[config.mk]
export PLATFORM = sky130hd
export DESIGN_NAME = display_scan_capture
export DESIGN_NICKNAME = d
export VERILOG_FILES = /design/src/rtl/display_scan_pkg.sv /design/src/rtl/scan_sync.sv /design/src/rtl/display_scan_capture.sv
export SDC_FILE = /design/constraint.sdc
export NUM_CORES = 1
export LEC_CHECK = 0
export ABC_AREA = 1
export CORE_ASPECT_RATIO = 0.7
export CORE_MARGIN = 2
export CORE_UTILIZATION = 40
export DETAILED_ROUTE_END_ITERATION = 6
export HOLD_SLACK_MARGIN = 0.06
export PLACE_DENSITY = 0.65
export SYNTH_ARGS = -nofsm -noshare
export SYNTH_HDL_FRONTEND = slang
export SYNTH_SLANG_ARGS = --single-unit
[constraint.sdc]
create_clock -name CLK -period 4.4 [get_ports CLK]
set_input_delay 1.1 -clock CLK [delete_from_list [all_inputs] [get_ports CLK]]
set_output_delay 1.1 -clock CLK [all_outputs]
set_load 0.01 [all_outputs]
[src/rtl/display_scan_pkg.sv]
// Shared types and constants for the multiplexed display scan capture block.
package display_scan_pkg;

  typedef enum logic [2:0] {
    HUNT = 3'd0,
    EXP1 = 3'd1,
    EXP2 = 3'd2,
    EXP3 = 3'd3,
    EXP0 = 3'd4
  } state_t;

  // Active-low one-hot digit selects as they appear on the scan lines.
  localparam logic [3:0] DIG0  = 4'b1110;
  localparam logic [3:0] DIG1  = 4'b1101;
  localparam logic [3:0] DIG2  = 4'b1011;
  localparam logic [3:0] DIG3  = 4'b0111;
  localparam logic [3:0] BLANK = 4'b1111;

  localparam int OFF0 = 12;
  localparam int OFF1 = 8;
  localparam int OFF2 = 4;
  localparam int OFF3 = 0;

endpackage

[src/rtl/scan_sync.sv]
// Two-flop synchronizer for a bus of asynchronous scan inputs; latency 2 cycles.
// No backpressure: samples every cycle.
module scan_sync #(
  parameter int                 WIDTH   = 4,
  parameter logic [WIDTH-1:0]   RST_VAL = '0
) (
  input  logic             i_clk,
  input  logic             i_rst_n,
  input  logic [WIDTH-1:0] i_d,
  output logic [WIDTH-1:0] o_q
);

  logic [WIDTH-1:0] r_meta;
  logic [WIDTH-1:0] r_sync;

  always_ff @(posedge i_clk or negedge i_rst_n) begin
    if (!i_rst_n) begin
      r_meta <= RST_VAL;
      r_sync <= RST_VAL;
    end else begin
      r_meta <= i_d;
      r_sync <= r_meta;
    end
  end

  assign o_q = r_sync;

endmodule

[src/rtl/display_scan_capture.sv]
// Rebuilds a 4-digit word from a scanned display; Frame_valid 2+STABLE_CYCLES edges after digit3.
// No backpressure: the scan is free-running, the block only observes it.
module display_scan_capture
  import display_scan_pkg::*;
#(
  parameter int STABLE_CYCLES = 2
) (
  input  logic        CLK,
  input  logic        Reset,
  input  logic [3:0]  Seg_in,
  input  logic [3:0]  Bit_in,
  output logic [15:0] Word,
  output logic        Frame_valid,
  output logic        Word_stable,
  output logic        Err,
  output logic [7:0]  Err_count
);

  localparam logic [3:0] LP_STABLE = 4'(STABLE_CYCLES);

  logic [3:0]  w_seg;
  logic [3:0]  w_bit;
  logic [3:0]  r_bit_prev;
  logic [3:0]  r_cnt;
  logic [3:0]  w_cnt_nxt;
  logic [3:0]  r_last;
  logic        w_changed;
  logic        w_reach;
  logic        w_accept;
  state_t      r_state;
  state_t      w_state_nxt;
  logic [15:4] r_shadow;
  logic [15:4] w_shadow_nxt;
  logic [15:0] r_word;
  logic [15:0] w_word_nxt;
  logic        r_fv;
  logic        w_fv_nxt;
  logic        r_err;
  logic        w_err_nxt;
  logic        r_ws;
  logic        w_ws_nxt;
  logic [7:0]  r_err_cnt;

  scan_sync #(.WIDTH(4), .RST_VAL(4'h0)) u_seg_sync (
    .i_clk   (CLK),
    .i_rst_n (Reset),
    .i_d     (Seg_in),
    .o_q     (w_seg)
  );

  scan_sync #(.WIDTH(4), .RST_VAL(BLANK)) u_bit_sync (
    .i_clk   (CLK),
    .i_rst_n (Reset),
    .i_d     (Bit_in),
    .o_q     (w_bit)
  );

  assign w_changed = (w_bit != r_bit_prev);

  always_comb begin
    if (w_changed)               w_cnt_nxt = 4'd1;
    else if (r_cnt == LP_STABLE) w_cnt_nxt = r_cnt;
    else                         w_cnt_nxt = r_cnt + 4'd1;
  end

  // Fires only on the cycle the counter arrives at the threshold, not while parked there.
  assign w_reach  = (w_cnt_nxt == LP_STABLE) && (w_changed || (r_cnt != LP_STABLE));
  assign w_accept = w_reach && (w_bit != r_last);

  always_ff @(posedge CLK or negedge Reset) begin
    if (!Reset) r_state <= HUNT;
    else        r_state <= w_state_nxt;
  end

  always_comb begin
    w_state_nxt  = r_state;
    w_shadow_nxt = r_shadow;
    w_word_nxt   = r_word;
    w_fv_nxt     = 1'b0;
    w_err_nxt    = 1'b0;
    w_ws_nxt     = r_ws;
    if (w_accept) begin
      case (w_bit)
        BLANK: w_state_nxt = r_state;
        DIG0: begin
          w_shadow_nxt[OFF0 +: 4] = w_seg;
          w_state_nxt             = EXP1;
          w_err_nxt               = (r_state inside {EXP1, EXP2, EXP3});
        end
        DIG1: begin
          if (r_state == EXP1) begin
            w_shadow_nxt[OFF1 +: 4] = w_seg;
            w_state_nxt             = EXP2;
          end else if (r_state != HUNT) begin
            w_err_nxt   = 1'b1;
            w_state_nxt = HUNT;
          end
        end
        DIG2: begin
          if (r_state == EXP2) begin
            w_shadow_nxt[OFF2 +: 4] = w_seg;
            w_state_nxt             = EXP3;
          end else if (r_state != HUNT) begin
            w_err_nxt   = 1'b1;
            w_state_nxt = HUNT;
          end
        end
        DIG3: begin
          if (r_state == EXP3) begin
            w_word_nxt              = {r_shadow, 4'h0};
            w_word_nxt[OFF3 +: 4]   = w_seg;
            w_ws_nxt                = (w_word_nxt == r_word);
            w_fv_nxt                = 1'b1;
            w_state_nxt             = EXP0;
          end else if (r_state != HUNT) begin
            w_err_nxt   = 1'b1;
            w_state_nxt = HUNT;
          end
        end
        default: begin
          w_err_nxt    = 1'b1;
          w_shadow_nxt = '0;
          w_state_nxt  = HUNT;
        end
      endcase
      if (w_err_nxt) begin
        w_ws_nxt   = 1'b0;
        w_fv_nxt   = 1'b0;
        w_word_nxt = r_word;
      end
    end
  end

  always_ff @(posedge CLK or negedge Reset) begin
    if (!Reset) begin
      r_bit_prev <= BLANK;
      r_cnt      <= 4'd0;
      r_last     <= BLANK;
      r_shadow   <= '0;
      r_word     <= '0;
      r_fv       <= 1'b0;
      r_err      <= 1'b0;
      r_ws       <= 1'b0;
      r_err_cnt  <= 8'd0;
    end else begin
      r_bit_prev <= w_bit;
      r_cnt      <= w_cnt_nxt;
      if (w_accept) r_last <= w_bit;
      r_shadow   <= w_shadow_nxt;
      r_word     <= w_word_nxt;
      r_fv       <= w_fv_nxt;
      r_err      <= w_err_nxt;
      r_ws       <= w_ws_nxt;
      if (w_err_nxt && (r_err_cnt != 8'hFF)) r_err_cnt <= r_err_cnt + 8'd1;
    end
  end

  assign Word        = r_word;
  assign Frame_valid = r_fv;
  assign Word_stable = r_ws;
  assign Err         = r_err;
  assign Err_count   = r_err_cnt;

endmodule

==> results.txt <==
The flow ran to the end, and the final reports show no timing, DRC or antenna violations. The floorplan has 27 rows. The worst-case IR drop observed on VDD is 207 µV. The post-synthesis sequential area ratio is 0.542. For this design, the slowest cell found on the critical path is sky130_fd_sc_hd__clkdlybuf4s50_1. The count of unresolved DRC violations after routing is 0. The via count came out at 2429. Hold repair after CTS inserted 0 buffers. The number of global-route vias before repair came to 2354. The post-CTS setup repair buffer count is 0. Across every metal layer, demand over resource in global routing totals 0.162. The final weighted congestion in routability-driven placement is 0.806. The CTS clock-pin slew for the worst setup and hold paths is 60 ps. The number of nets in the layout is 423.

The cell area reported after detailed placement came out at 3690 µm². The routed length per instance came out at 12.4 µm. In the layout the commonest cells are sky130_fd_sc_hd__nand2_1 (120), sky130_fd_sc_hd__dfrtp_1 (54), sky130_fd_sc_hd__inv_1 (39), sky130_fd_sc_hd__clkdlybuf4s50_1 (35), sky130_fd_sc_hd__nor2_1 (33).

The area overhead of the layout relative to synthesis is 22.7%. The synthesized flop and latch total came out at 70. The area of the mapped netlist is 3270 µm².

The first global-routing pass estimated 11.4 mm of wire. The number of optimization iterations in the first detailed-route pass came out at 4. The detail route stage leaves a number of antenna-violating nets equal to 0.

The post-route clock skew came out at 6.50 ps. The total power consumption of the routed design is 1.78 mW. The share of layout cells above drive strength 1 came out at 0.137. The required time of the critical path came out at 3300 ps. The count of final max-slew check failures was 0. Yosys printed 0 warnings. The synthesized design contains 0 enable-type register cells. The length in cells of the worst reg-to-reg path is 11. The delay of the slowest cell on the worst path came out at 560 ps. Setup repair after global routing left no endpoint under its margin. The worst max-slew margin expressed relative to the limit is 0.555. The number of gates resized after CTS is 0.

The count of fill cells added during filler insertion came out at 755. The total negative slack for setup checks is 0 ps. The placed cell count came out at 500. The cell area after layout came out at 4010 µm². The upper clock frequency limit is 0.416 GHz. The die is 79.6 µm tall.

After synthesis, the share of flip-flops with an asynchronous set or reset is 1.00. Yosys attributes the largest share of cell area to sky130_fd_sc_hd__dfrtp_1 (41%), sky130_fd_sc_hd__nand2_1 (14%), sky130_fd_sc_hd__dfstp_2 (13%), sky130_fd_sc_hd__inv_1 (4.5%), sky130_fd_sc_hd__xnor2_1 (4.3%). The number of buffers created by CTS is 9. The maximum clock path buffer count is 2.

For this block, the routed nets add up to 6.38 mm of wire. TritonCTS built the clock tree. The number of levels the H-tree was split into came out at 3. The number of antenna violations at the first check in global routing came out at 0. The final hold violation count came out at 0. The clock network latency to the later pin of the worst-skew pair came out at 330 ps. The share of the clock period used by the worst path is 0.546. The endpoint identified for the worst register-to-register timing path is Word_stable. The startpoint identified for the worst register-to-register timing path is r_cnt[0]. Dividing total power by cell area gives a power density of 444 nW/µm². The number of buffer and inverter stages on the critical path came out at 1.

The origin of the worst min-delay path is u_seg_sync.r_meta[1]. The number of input and output port buffers inserted came out at 36. Leaving out fill and tap cells, the most frequent cell in the layout is sky130_fd_sc_hd__nand2_1. The maximum number of pins on one net before global-route repair is 30. Data on the critical path arrives at its endpoint at 1300 ps. The tree is rooted in a sky130_fd_sc_hd__clkbuf_16.

The non-filler instance count after layout is 516. The number of different library cells used by synthesis comes to 34. The time the final worst path needs with I/O delays and setup came out at 2400 ps. The clock sink count came out at 70. Of all cell types, the one taking the most synthesized area is sky130_fd_sc_hd__dfrtp_1. The top cell type's share of synthesized area came out at 0.414.

The die outline area came out at 8920 µm². The residual overflow from global routing is 0. Setup violations remaining at the end of the flow were counted as 0.

The kind of path behind the tightest hold check is reg -> reg. The number of max-cap violations came out at 0. The setup check on the worst reg-to-reg path leaves a slack of 2190 ps. For the pin with the worst max-slew slack, the measured transition is 667 ps. Dividing the synthesized area by the synthesized cell count gives 8.85 µm². The total number of cells along the worst setup path is 1. Traced cell by cell, the critical path runs through clkdlybuf4s50_1.

0 antenna diodes ended up in the layout. The sum of net half-perimeters after detailed placement is 4.56 mm. The most critical setup path has its startpoint at Err_count[0]. The kind of cell with the highest combined delay along the critical path is buffers and inverters. The dominant register cell in the synthesized netlist is sky130_fd_sc_hd__dfrtp_1. The leakage dissipation is 1.84 nW.

37 I/O pins were placed. The first-iteration detailed-routing DRC count is 127. The net count of the mapped netlist came out at 382. The count of mapped cells out of synthesis came out at 369. The width of the chip is 112 µm. The nature of the critical path endpoint is a primary output. The initial core utilization is 0.413. The endpoint of the most critical setup path is Err_count[0]. After floorplanning, the core was sized to cover 7910 µm².

The setup path with the least slack is of type reg -> out. The worst setup path is launched from a register. The maximum net fanout on the critical path came out at 4.

The routed via count divided by cell count is 4.71.
-- Yosys cell counts, drive strengths merged, types with 2 or more instances --
cell    number
buf          8
nand4       11
nand2      124
or2          3
ha           3
nor2        36
xnor2       17
nor3         2
a21oi        3
o21ai       26
dfstp       16
nand3       17
dfrtp       54
o211ai       2
inv         42
-- routing by layer --
metal / track usage / wire, µm / share of wire
met5: 0 / 0 / 0
met4: 0.0549 / 97 / 0.015
met3: 0.0486 / 328 / 0.051
met2: 0.231 / 2600 / 0.41
met1: 0.235 / 3360 / 0.53
-- logic make-up after synthesis --
group	share of synthesized area
fa+ha+maj	0.0115
simple gates	0.265
xor+xnor	0.0479
buf+inv	0.0712
flops	0.542
compound gates	0.0620
-- metrics by stage --
step / utilization / worst slack [ps] / hold WS, ps
after floorplan: - / 2620 / 331
after global routing: 0.507 / 1930 / 347
after global placement: 0.467 / 2290 / 332
after detailed placement: 0.467 / 2190 / 335
final: 0.507 / 2000 / 346
after CTS: 0.507 / 1980 / 348
-- cell type report --
type | count | area, µm² | share of cell area
inverters | 43 | 163 | 0.0406
multi-input cells | 248 | 1260 | 0.315
flip-flops and latches | 70 | 1770 | 0.442
well taps | 101 | 126 | 0.0315
clock inverters | 6 | 86.3 | 0.0215
clock buffers | 10 | 229 | 0.0571
repair buffers | 38 | 370 | 0.0924
-- worst min path at each step --
stage,end,cells after the start
finish,u_seg_sync.o_q[1],0
global route,u_seg_sync.o_q[3],0
CTS,u_seg_sync.o_q[1],0
detailed placement,u_seg_sync.o_q[1],0
global placement,u_seg_sync.o_q[0],0
floorplan,u_seg_sync.o_q[0],0
-- sequential cells by signal, summed over array words and instances (netlist names) --
register and cells:
r_bit_prev 4, Frame_valid 1, u_bit_sync.r_meta 4, Word_stable 1, Err 1, r_shadow 12, Err_count 8, Word 16
u_seg_sync.o_q 4, u_seg_sync.r_meta 4, r_state 3, u_bit_sync.o_q 4, r_cnt 4, r_last 4
-- where the power goes --
group | switching, mW | total [mW] | leakage [nW] | internal, mW
Clock | 0.267 | 0.762 | 0.152 | 0.495
Combinational | 0.142 | 0.245 | 0.798 | 0.104
Sequential | 0.0531 | 0.772 | 0.890 | 0.719
Note: power is estimated with default switching activity, not from simulation.
